## src/rtl/calc_unit.sv

```systemverilog
// Self-sequencing calculator datapath: command latch, register file, ALU with
// iterative multiply, and a result/flag register behind a go/done handshake.
module calc_unit #(
    parameter int WIDTH = 4,
    parameter int DEPTH = 4,
    localparam int AW = $clog2(DEPTH)
) (
    input  logic             clk,
    input  logic             rst,
    input  logic             go,
    input  logic             ld,
    input  logic [2:0]       op,
    input  logic [WIDTH-1:0] in1,
    input  logic [WIDTH-1:0] in2,
    input  logic [AW-1:0]    raa,
    input  logic [AW-1:0]    rab,
    input  logic [AW-1:0]    wa,
    output logic [WIDTH-1:0] out,
    output logic             busy,
    output logic             done,
    output logic             zero,
    output logic             carry,
    output logic             ovf
);

    localparam int CW = $clog2(WIDTH);

    typedef enum logic [2:0] {S_IDLE, S_LOAD, S_READ, S_EXEC, S_WB} state_t;
    typedef enum logic [2:0] {
        OP_ADD, OP_SUB, OP_AND, OP_XOR, OP_OR, OP_SHL, OP_MUL, OP_PASS
    } op_t;

    state_t             state_q, state_d;
    op_t                op_q, op_d;
    logic [WIDTH-1:0]   in1_q, in1_d, in2_q, in2_d;
    logic [AW-1:0]      raa_q, raa_d, rab_q, rab_d, wa_q, wa_d;
    logic [WIDTH-1:0]   rf_q [DEPTH];
    logic [WIDTH-1:0]   rf_d [DEPTH];
    logic [WIDTH-1:0]   a_q, a_d, b_q, b_d;
    logic [2*WIDTH-1:0] prod_q, prod_d;
    logic [CW-1:0]      cnt_q, cnt_d;
    logic [WIDTH-1:0]   res_q, res_d;
    logic               rcarry_q, rcarry_d, rovf_q, rovf_d;
    logic [WIDTH-1:0]   out_q, out_d;
    logic               zero_q, zero_d, carry_q, carry_d, ovf_q, ovf_d;
    logic               done_q, done_d;

    logic [WIDTH:0]     add_ext, sub_ext;
    logic [2*WIDTH-1:0] partial, prod_nxt;
    logic [WIDTH-1:0]   alu_res;
    logic               alu_c, alu_v;

    always_comb begin
        add_ext  = {1'b0, a_q} + {1'b0, b_q};
        sub_ext  = {1'b0, a_q} - {1'b0, b_q};
        // One shift-add step per EXEC cycle, multiplier bit selected by cnt_q
        partial  = b_q[cnt_q] ? ({{WIDTH{1'b0}}, a_q} << cnt_q) : '0;
        prod_nxt = prod_q + partial;
        alu_res  = '0;
        alu_c    = 1'b0;
        alu_v    = 1'b0;
        case (op_q)
            OP_ADD: begin
                alu_res = add_ext[WIDTH-1:0];
                alu_c   = add_ext[WIDTH];
                alu_v   = (a_q[WIDTH-1] == b_q[WIDTH-1]) && (alu_res[WIDTH-1] != a_q[WIDTH-1]);
            end
            OP_SUB: begin
                alu_res = sub_ext[WIDTH-1:0];
                alu_c   = sub_ext[WIDTH];
                alu_v   = (a_q[WIDTH-1] != b_q[WIDTH-1]) && (alu_res[WIDTH-1] != a_q[WIDTH-1]);
            end
            OP_AND:  alu_res = a_q & b_q;
            OP_XOR:  alu_res = a_q ^ b_q;
            OP_OR:   alu_res = a_q | b_q;
            OP_SHL:  alu_res = (b_q >= WIDTH'(WIDTH)) ? '0 : (a_q << b_q);
            OP_MUL: begin
                alu_res = prod_nxt[WIDTH-1:0];
                alu_c   = |prod_nxt[2*WIDTH-1:WIDTH];
            end
            default: alu_res = a_q;
        endcase
    end

    always_comb begin
        state_d  = state_q;
        op_d     = op_q;
        in1_d    = in1_q;
        in2_d    = in2_q;
        raa_d    = raa_q;
        rab_d    = rab_q;
        wa_d     = wa_q;
        rf_d     = rf_q;
        a_d      = a_q;
        b_d      = b_q;
        prod_d   = prod_q;
        cnt_d    = cnt_q;
        res_d    = res_q;
        rcarry_d = rcarry_q;
        rovf_d   = rovf_q;
        out_d    = out_q;
        zero_d   = zero_q;
        carry_d  = carry_q;
        ovf_d    = ovf_q;
        done_d   = 1'b0;
        case (state_q)
            S_IDLE: begin
                if (go) begin
                    op_d    = op_t'(op);
                    in1_d   = in1;
                    in2_d   = in2;
                    raa_d   = raa;
                    rab_d   = rab;
                    wa_d    = wa;
                    state_d = ld ? S_LOAD : S_READ;
                end
            end
            S_LOAD: begin
                rf_d[raa_q] = in1_q;
                rf_d[rab_q] = in2_q;
                state_d     = S_READ;
            end
            S_READ: begin
                a_d     = rf_q[raa_q];
                b_d     = rf_q[rab_q];
                prod_d  = '0;
                cnt_d   = '0;
                state_d = S_EXEC;
            end
            S_EXEC: begin
                prod_d = prod_nxt;
                cnt_d  = cnt_q + 1'b1;
                if (op_q != OP_MUL || cnt_q == CW'(WIDTH - 1)) begin
                    res_d    = alu_res;
                    rcarry_d = alu_c;
                    rovf_d   = alu_v;
                    state_d  = S_WB;
                end
            end
            S_WB: begin
                rf_d[wa_q] = res_q;
                out_d      = res_q;
                zero_d     = (res_q == '0);
                carry_d    = rcarry_q;
                ovf_d      = rovf_q;
                done_d     = 1'b1;
                state_d    = S_IDLE;
            end
            default: state_d = S_IDLE;
        endcase
    end

    always_ff @(posedge clk or posedge rst) begin
        if (rst) begin
            state_q  <= S_IDLE;
            op_q     <= OP_ADD;
            in1_q    <= '0;
            in2_q    <= '0;
            raa_q    <= '0;
            rab_q    <= '0;
            wa_q     <= '0;
            for (int unsigned i = 0; i < DEPTH; i++) rf_q[i] <= '0;
            a_q      <= '0;
            b_q      <= '0;
            prod_q   <= '0;
            cnt_q    <= '0;
            res_q    <= '0;
            rcarry_q <= 1'b0;
            rovf_q   <= 1'b0;
            out_q    <= '0;
            zero_q   <= 1'b0;
            carry_q  <= 1'b0;
            ovf_q    <= 1'b0;
            done_q   <= 1'b0;
        end else begin
            state_q  <= state_d;
            op_q     <= op_d;
            in1_q    <= in1_d;
            in2_q    <= in2_d;
            raa_q    <= raa_d;
            rab_q    <= rab_d;
            wa_q     <= wa_d;
            rf_q     <= rf_d;
            a_q      <= a_d;
            b_q      <= b_d;
            prod_q   <= prod_d;
            cnt_q    <= cnt_d;
            res_q    <= res_d;
            rcarry_q <= rcarry_d;
            rovf_q   <= rovf_d;
            out_q    <= out_d;
            zero_q   <= zero_d;
            carry_q  <= carry_d;
            ovf_q    <= ovf_d;
            done_q   <= done_d;
        end
    end

    assign out   = out_q;
    assign busy  = (state_q != S_IDLE);
    assign done  = done_q;
    assign zero  = zero_q;
    assign carry = carry_q;
    assign ovf   = ovf_q;

endmodule

```

## config.mk

```make
export PLATFORM = sky130hd
export DESIGN_NAME = calc_unit
export DESIGN_NICKNAME = d
export VERILOG_FILES = /design/src/rtl/calc_unit.sv
export SDC_FILE = /design/constraint.sdc
export NUM_CORES = 1
export LEC_CHECK = 0
export ABC_CLOCK_PERIOD_IN_PS = 4500
export BUFFER_PORTS_ARGS = -buffer_cell sky130_fd_sc_hd__buf_2
export CORE_MARGIN = 3
export CORE_UTILIZATION = 55
export DETAILED_ROUTE_END_ITERATION = 8
export PLACE_DENSITY = 0.77
export SYNTH_ARGS = -nofsm -noshare
export SYNTH_HDL_FRONTEND = slang
export SYNTH_SLANG_ARGS = --single-unit
```

## constraint.sdc

```tcl
create_clock -name clk -period 4.5 [get_ports clk]
set_input_delay 0.225 -clock clk [delete_from_list [all_inputs] [get_ports clk]]
set_output_delay 0.225 -clock clk [all_outputs]
set_load 0.01 [all_outputs]
```

==> results of run 1 <==
-- state kept, by name (all words and copies together) (netlist names), 4 cells and up --
register	count
rf_q	16
prod_q	8
a_q	4
b_q	4
out	4
res_q	4
in1_q	4
in2_q	4
-- cell usage after synthesis, types with 4 or more instances --
master / count
nor2b_1: 13
inv_1: 21
mux2i_1: 4
o31ai_1: 4
o21ai_0: 35
a21o_1: 8
nor2_1: 26
clkbuf_1: 10
o211ai_1: 6
mux4_2: 10
nand3_1: 20
a21oi_1: 34
a31oi_1: 11
o21a_1: 5
a22oi_1: 7
ha_1: 20
mux2_1: 10
buf_2: 12
dfrtp_1: 68
mux2_2: 18
and2_1: 5
nand2b_1: 6
nand2_1: 44
nor4_1: 5
a32oi_1: 4
nor3_1: 8
-- final cells by class --
class	count	area (sq um)
sequential	68	1702
clock inverter	6	63.81
fill	675	2988
timing repair buffer	32	167.7
clock buffer	10	137.6
inverter	21	78.83
multi-input combinational	366	2663
tap	102	127.6
-- cell families (layout without fill, tap and decap cells) --
family	count (synthesis)	after routing	synth area share [%]
compound gates	147	147	20.87
xor+xnor	6	6	1.146
fa+ha+maj	23	23	6.767
buf+inv	48	69	4.830
flops	68	68	37.11
mux	42	42	12.66
simple gates	148	148	16.62
-- routing by layer --
layer	GRT usage, %	wire length (microns)
met5	0	0
met3	4.810	869
met2	40.29	5458
met1	31.63	4592
met4	13.21	474
-- layout by cell type, fill, tap and decap left out, types with 3 or more instances in the layout --
| cell | synthesis | layout |
|---|---|---|
| dfrtp_1 | 68 | 68 |
| nand2_1 | 44 | 44 |
| o21ai_0 | 35 | 35 |
| a21oi_1 | 34 | 34 |
| buf_2 | 12 | 29 |
| nor2_1 | 26 | 26 |
| inv_1 | 21 | 20 |
| nand3_1 | 20 | 20 |
| ha_1 | 20 | 20 |
| mux2_2 | 18 | 18 |
| nor2b_1 | 13 | 13 |
| a31oi_1 | 11 | 11 |
| mux4_2 | 10 | 10 |
| mux2_1 | 10 | 10 |
| clkbuf_8 | 0 | 10 |
| a21o_1 | 8 | 8 |
| nor3_1 | 8 | 8 |
| a22oi_1 | 7 | 7 |
| nand2b_1 | 6 | 6 |
| o211ai_1 | 6 | 6 |
| and2_1 | 5 | 5 |
| nor4_1 | 5 | 5 |
| o21a_1 | 5 | 5 |
| a32oi_1 | 4 | 4 |
| mux2i_1 | 4 | 4 |
| o31ai_1 | 4 | 4 |
| o21bai_1 | 3 | 3 |
| nand4_1 | 3 | 3 |
| a211oi_1 | 3 | 3 |
| a21boi_0 | 3 | 3 |
| xnor2_1 | 3 | 3 |
| xor2_1 | 3 | 3 |
| and2b_1 | 3 | 3 |
| a21oi_2 | 3 | 3 |
| fa_1 | 3 | 3 |
| buf_4 | 3 | 3 |
-- worst max-delay path: stages, from the launching register on --
cell and delay, ns:
dfrtp_1 0.58, inv_1 0.14, or3_1 0.36, a21oi_1 0.26
ha_1 0.30, a211oi_1 0.45, o2111a_1 0.26, o21ai_0 0.09
a32oi_1 0.21, o211ai_1 0.10
-- power by group through the flow --
stage,Sequential (mW),Combinational (mW),Clock [mW]
after floorplan,1.11,1.64,0
after global placement,1.37,1.81,0
after detailed placement,1.39,1.86,0
after CTS,1.38,1.87,0.533
after global routing,1.45,2.09,0.555
final,1.39,1.89,0.524
-- worst min-delay path by stage --
stage	from	to	slack [ns]	cells past startpoint
floorplan	in1[3]	in1_q[3]$_DFFE_PP0P_	0.36	1
global placement	in2[3]	in2_q[3]$_DFFE_PP0P_	0.44	2
detailed placement	in2[3]	in2_q[3]$_DFFE_PP0P_	0.45	2
CTS	raa[0]	raa_q[0]$_DFFE_PP0P_	0.07	2
global route	in2[0]	in2_q[0]$_DFFE_PP0P_	0.08	2
finish	op[2]	op_q[2]$_DFFE_PP0P_	0.08	2
==> flow_metrics.py, run 1 <==
metrics = {
    "outcome": {
        "status": "completed",
    },
    "die": {
        "placementRows": 32,
        "pin_count": 30,
        "fp.dieH_microns": 97.31,
        "start_util_pct": 57.84,
        "core_sq_um": 7928,
        "die_area_sq_um": 9469,
        "fp.dieW_microns": 97.31,
    },
    "finish": {
        "stdcell_area_sq_um": 4940,
        "fin_cells": 605,
        "diodes": 0,
        "postLayoutCoreUtil_pct": 62.31,
        "area_delta_synth_final_pct": 7.722,
        "final_nets": 542,
        "drive_gt1_share_pct": 17.30,
    },
    "cts": {
        "clock_latency_ns": 0.36,
        "clockRootBuffer": "clkbuf_8",
        "clock_path_buffers": 2,
        "postCtsSetupRepairBufs": 0,
        "cts_buffers": 9,
        "htree_levels": 3,
        "clk_pin_slew_ns": 0.08,
        "tritoncts": "built",
        "tritoncts_num_sinks": 68,
        "postCtsHoldBufs": 0,
        "cts_resized": 0,
    },
    "placement": {
        "place.gp.congestion": 0.9462,
        "portBuffers": 29,
        "dp_hpwl_mm": 8.162,
        "post-place-ws_ns": 1.687,
        "dp.cells": 589,
        "place_area_sq_um": 4738,
    },
    "drt": {
        "drc": 0,
        "drtIter0Drc": 398,
        "vias": 3936,
        "firstDrtPassIters": 5,
        "antenna_left": 0,
        "wl_mm": 11.39,
        "avgRoutedWirePerCell_microns": 18.83,
        "vias_per_cell": 6.506,
    },
    "flow_run": {
        "maxCapViolCount": 0,
    },
    "setup_path": {
        "r2r_setup_slack_ns": 1.64,
        "worstReg2RegEnd": "rcarry_q$_DFFE_PP0P_",
        "critPathArrivalTime_ns": 3.09,
        "rr_worst_depth": 9,
        "path_max_fanout": 10,
        "crit_end": "rcarry_q$_DFFE_PP0P_",
        "path_class": "flop to flop",
        "timing.rr.start": "a_q[1]$_DFFE_PP0N_",
        "end_kind": "flop",
        "start_kind": "flop",
        "crit_start": "a_q[1]$_DFFE_PP0N_",
        "required_ns": 4.74,
    },
    "logic_synthesis": {
        "synth_area_sq_um": 4586,
        "synth_edf_count": 0,
        "ys_ff_latch": 68,
        "synth_nets": 526,
        "synth_ff_type": "dfrtp_1",
        "synth_cells": 482,
        "yosysSeqAreaShare_pct": 37.11,
        "yosys.area.top_type": "dfrtp_1",
        "synthArstFlopShare_pct": 100.0,
        "synth_top_area_share_pct": 37.11,
        "yosys_warnings": 0,
        "synth.avg_cell_area_sq_um": 9.514,
        "synth_cell_types": 65,
        "synth.area.top_cells": "dfrtp_1 37%, ha_1 5.5%, mux4_2 4.9%",
    },
    "sta": {
        "finalHoldViolCount": 0,
        "finalCriticalPeriod_ns": 2.858,
        "finalCritPeriodShare_pct": 63.50,
        "worst_slack_ns": 1.642,
        "clock_skew_ns": 0.01025,
        "whs_ns": 0.07796,
        "max-slew-margin-rel_pct": 41.33,
        "setup_viol": 0,
        "tns_ns": 0,
        "fmax_mhz": 350.0,
        "tightest_slew_ns": 0.8769,
        "rsz0062_at_grt": "no",
        "drv_slew": 0,
    },
    "global_routing": {
        "antenna_found_initial": 0,
        "grt_pass1_wl_mm": 19.13,
        "grt_max_degree": 69,
        "grt_overflow": 0,
        "track_usage_pct": 24.89,
        "grt_pass1_vias": 3905,
    },
    "pwr": {
        "p_comb_share_pct": 49.7,
        "p_int_mw": 2.027,
        "p_sw_mw": 1.781,
        "total_power_mw": 3.808,
        "leakage_nw": 2.146,
        "vdd_drop_max_mv": 0.4933,
        "p_seq_share_pct": 36.5,
        "powerDensity_nw_per_um2": 770.9,
        "p_clk_share_pct": 13.8,
        "p_sw_share_pct": 46.77,
    },
    "min_path": {
        "holdCritPathClass": "input port to flop",
    },
}
No activity file was read; power rests on OpenSTA's default activity.
==> run 2: changes to the inputs <==
--- a/config.mk
+++ b/config.mk
@@ -5,12 +5,13 @@
 export SDC_FILE = /design/constraint.sdc
 export NUM_CORES = 1
 export LEC_CHECK = 0
-export ABC_CLOCK_PERIOD_IN_PS = 4500
+export ABC_AREA = 1
+export ABC_CLOCK_PERIOD_IN_PS = 2700
 export BUFFER_PORTS_ARGS = -buffer_cell sky130_fd_sc_hd__buf_2
 export CORE_MARGIN = 3
 export CORE_UTILIZATION = 55
 export DETAILED_ROUTE_END_ITERATION = 8
-export PLACE_DENSITY = 0.77
+export PLACE_DENSITY = 0.78
 export SYNTH_ARGS = -nofsm -noshare
 export SYNTH_HDL_FRONTEND = slang
 export SYNTH_SLANG_ARGS = --single-unit
==> constraint.sdc (replaced) <==
create_clock -name clk -period 2.7 [get_ports clk]
set_input_delay 0.135 -clock clk [delete_from_list [all_inputs] [get_ports clk]]
set_output_delay 0.135 -clock clk [all_outputs]
set_load 0.01 [all_outputs]
==> flow_metrics.py, run 2 <==
metrics = {
    "logic_synthesis": {
        "synthArstFlopShare_pct": 100.0,
        "ys_top_cells_by_count": "149 x nand2_1, 68 x dfrtp_1, 64 x nor2_1",
        "synth_nets": 614,
        "synth_ff_type": "dfrtp_1",
        "ys_ff_latch": 68,
        "yosys.area.top_type": "dfrtp_1",
        "synth.most_common_cell": "nand2_1",
        "yosysSeqAreaShare_pct": 39.27,
        "synth_cells": 570,
        "synth_area_sq_um": 4333,
        "synth.area.top_cells": "dfrtp_1 39%, nand2_1 13%, ha_1 5.8%",
        "synth.avg_cell_area_sq_um": 7.602,
        "synth_top_area_share_pct": 39.27,
        "yosys_warnings": 0,
        "synth_edf_count": 0,
        "synth_cell_types": 43,
    },
    "setup_path": {
        "path_cells": "o21ai_1, nor2_1, o21ai_0, inv_1, ha_1, or2_2, and2_1, xor2_1, nor2_1, nand2_1, nand2_1, nand2_1, nand2_1, nand2_1",
        "cpMaxStageDelayCell": "dfrtp_1",
        "critPathArrivalTime_ns": 2.69,
        "cp_slowest_stage_delay_ns": 0.50,
        "start_kind": "flop",
        "cpMostUsedCell": "nand2_1",
        "path_max_fanout": 7,
        "end_kind": "flop",
        "required_ns": 2.93,
        "path_class": "flop to flop",
    },
    "finish": {
        "drive_gt1_share_pct": 13.19,
        "largest_register": "rf_q",
        "fin_cells": 713,
        "final_nets": 653,
        "final_common_cell": "nand2_1",
        "final_cell_mix": "149 x nand2_1, 67 x dfrtp_1, 64 x nor2_1",
        "area_delta_synth_final_pct": 10.94,
        "largest_register_ffs": 16,
        "layout_top_registers": "rf_q (16), prod_q (8)",
        "diodes": 0,
    },
    "drt": {
        "top_layer_used": "met4",
        "drc": 0,
        "wl_met3_microns": 793,
        "avgRoutedWirePerCell_microns": 15.65,
        "wl_met2_mm": 4.864,
        "drtIter0Drc": 355,
        "wl_met1_mm": 5.264,
        "vias_per_cell": 5.719,
        "antenna_left": 0,
        "firstDrtPassIters": 6,
        "vias": 4078,
        "wl_mm": 11.16,
    },
    "sta": {
        "fmax_mhz": 407.3,
        "finalCriticalPeriod_ns": 2.455,
        "finalCritPeriodShare_pct": 90.92,
        "max-slew-margin-rel_pct": 55.04,
        "tightest_slew_ns": 0.6734,
        "setup_viol": 0,
        "whs_ns": 0.01928,
        "drv_slew": 0,
        "finalHoldViolCount": 0,
        "clock_skew_ns": 0.01016,
        "rsz0062_at_grt": "no",
        "tns_ns": 0,
    },
    "cts": {
        "tritoncts": "built",
        "clock_latency_ns": 0.35,
        "clockRootBuffer": "clkbuf_8",
        "postCtsSetupRepairBufs": 0,
        "clk_pin_slew_ns": 0.08,
        "clock_path_buffers": 2,
        "cts_buffers": 9,
        "tritoncts_num_sinks": 68,
        "htree_levels": 3,
    },
    "die": {
        "fp.dieH_microns": 94.76,
        "core_sq_um": 7447,
        "start_util_pct": 58.18,
        "placementRows": 31,
        "fp.dieW_microns": 94.76,
        "pin_count": 30,
        "die_area_sq_um": 8979,
    },
    "min_path": {
        "holdCritPathClass": "input port to flop",
    },
    "placement": {
        "portBuffers": 29,
        "dp_hpwl_mm": 8.558,
        "place.gp.congestion": 1.004,
        "dp.cells": 696,
    },
    "global_routing": {
        "grt_overflow": 0,
        "antenna_found_initial": 0,
        "grt_pass1_vias": 3750,
        "grt_pass1_wl_mm": 18.30,
        "grt_max_degree": 34,
        "track_usage_pct": 26.40,
    },
    "outcome": {
        "status": "completed",
    },
    "pwr": {
        "powerDensity_nw_per_um2": 1190,
        "vdd_drop_max_mv": 0.8372,
        "leakage_nw": 2.342,
    },
    "flow_run": {
        "maxCapViolCount": 0,
    },
}
[run 2: cell types whose count changed after synthesis, moves of 13 or more]
cell and change:
mux2_2 -14, nor2_1 +38, inv_1 +38, nand3_1 +14, nand2_1 +105, nor2b_1 -13
[run 2: final timing paths]
check                                   startpoint                   end  slack (ns)  cells after the start
worst max-delay path            a_q[1]$_DFFE_PP0N_  rcarry_q$_DFFE_PP0P_        0.25                     14
worst min-delay path                        in1[1]  in1_q[1]$_DFFE_PP0P_        0.02                      2
worst max register to register  a_q[1]$_DFFE_PP0N_  rcarry_q$_DFFE_PP0P_        0.25                     14
worst min register to register   carry$_DFFE_PP0P_     carry$_DFFE_PP0P_        0.48                      2
max in group asynchronous                      rst  cnt_q[0]$_DFFE_PP0P_        1.53                      4
min in group asynchronous                      rst   rf_q[1]$_DFFE_PP0P_        0.42                      3
[run 2: kinds of logic after synthesis]
logic type,count (synthesis),share of synthesized area [%]
buffers and inverters,77,7.219
AO/OA/AOI/OAI,130,19.15
adder cells (fa/ha/maj),23,7.161
XOR/XNOR,5,1.011
AND/OR/NAND/NOR,263,25.15
multiplexers,4,1.039
flip-flops,68,39.27
[run 2: critical path, delay by kind of cell, from the launching register on]
| kind | cells | cell delay, ns |
|---|---|---|
| adder cells (fa/ha/maj) | 1 | 0.31 |
| AO/OA/AOI/OAI | 2 | 0.41 |
| XOR/XNOR | 1 | 0.15 |
| flip-flops | 1 | 0.50 |
| buffers and inverters | 1 | 0.06 |
| AND/OR/NAND/NOR | 9 | 0.91 |
[run 2: per-stage QoR]
stage	setup WS (ns)	cell area [sq um]	utilization, %	power, mW
2_1_floorplan	0.2986	4333	-	4.010
3_3_place_gp	0.2524	4621	62.05	4.810
3_5_place_dp	0.1470	4621	62.05	4.883
4_1_cts	0.1426	4806	64.53	5.658
5_1_grt	0.03975	4807	64.55	6.189
6_report	0.2451	4807	64.55	5.720
[run 2: per-layer routing]
| metal | vias up | GRT usage [%] |
|---|---|---|
| li1 | 1992 | - |
| met1 | 1894 | 38.36 |
| met2 | 170 | 39.34 |
| met3 | 22 | 4.462 |
| met4 | 0 | 10.22 |
| met5 | - | 0 |
[run 2: report_power, final]
group / switching (mW) / internal, mW
Sequential: 0.477 / 1.45
Clock: 0.422 / 0.338
Combinational: 1.96 / 1.06
Total: 2.86 / 2.86
[run 2: layout make-up]
| type | instances | area [sq um] |
|---|---|---|
| clock buffers | 9 | 123.9 |
| clock inverters | 7 | 51.30 |
| fillers | 655 | 2640 |
| inverters | 63 | 241.5 |
| multi-input cells | 425 | 2318 |
| flip-flops and latches | 68 | 1703 |
| well taps | 99 | 123.9 |
| repair buffers | 42 | 245.2 |
[run 2: repair_timing]
item                       in CTS  in global routing
setup endpoints to repair       0                  2
resized for setup               0                  8
hold endpoints to repair       31                  0
hold buffers                    1                  0
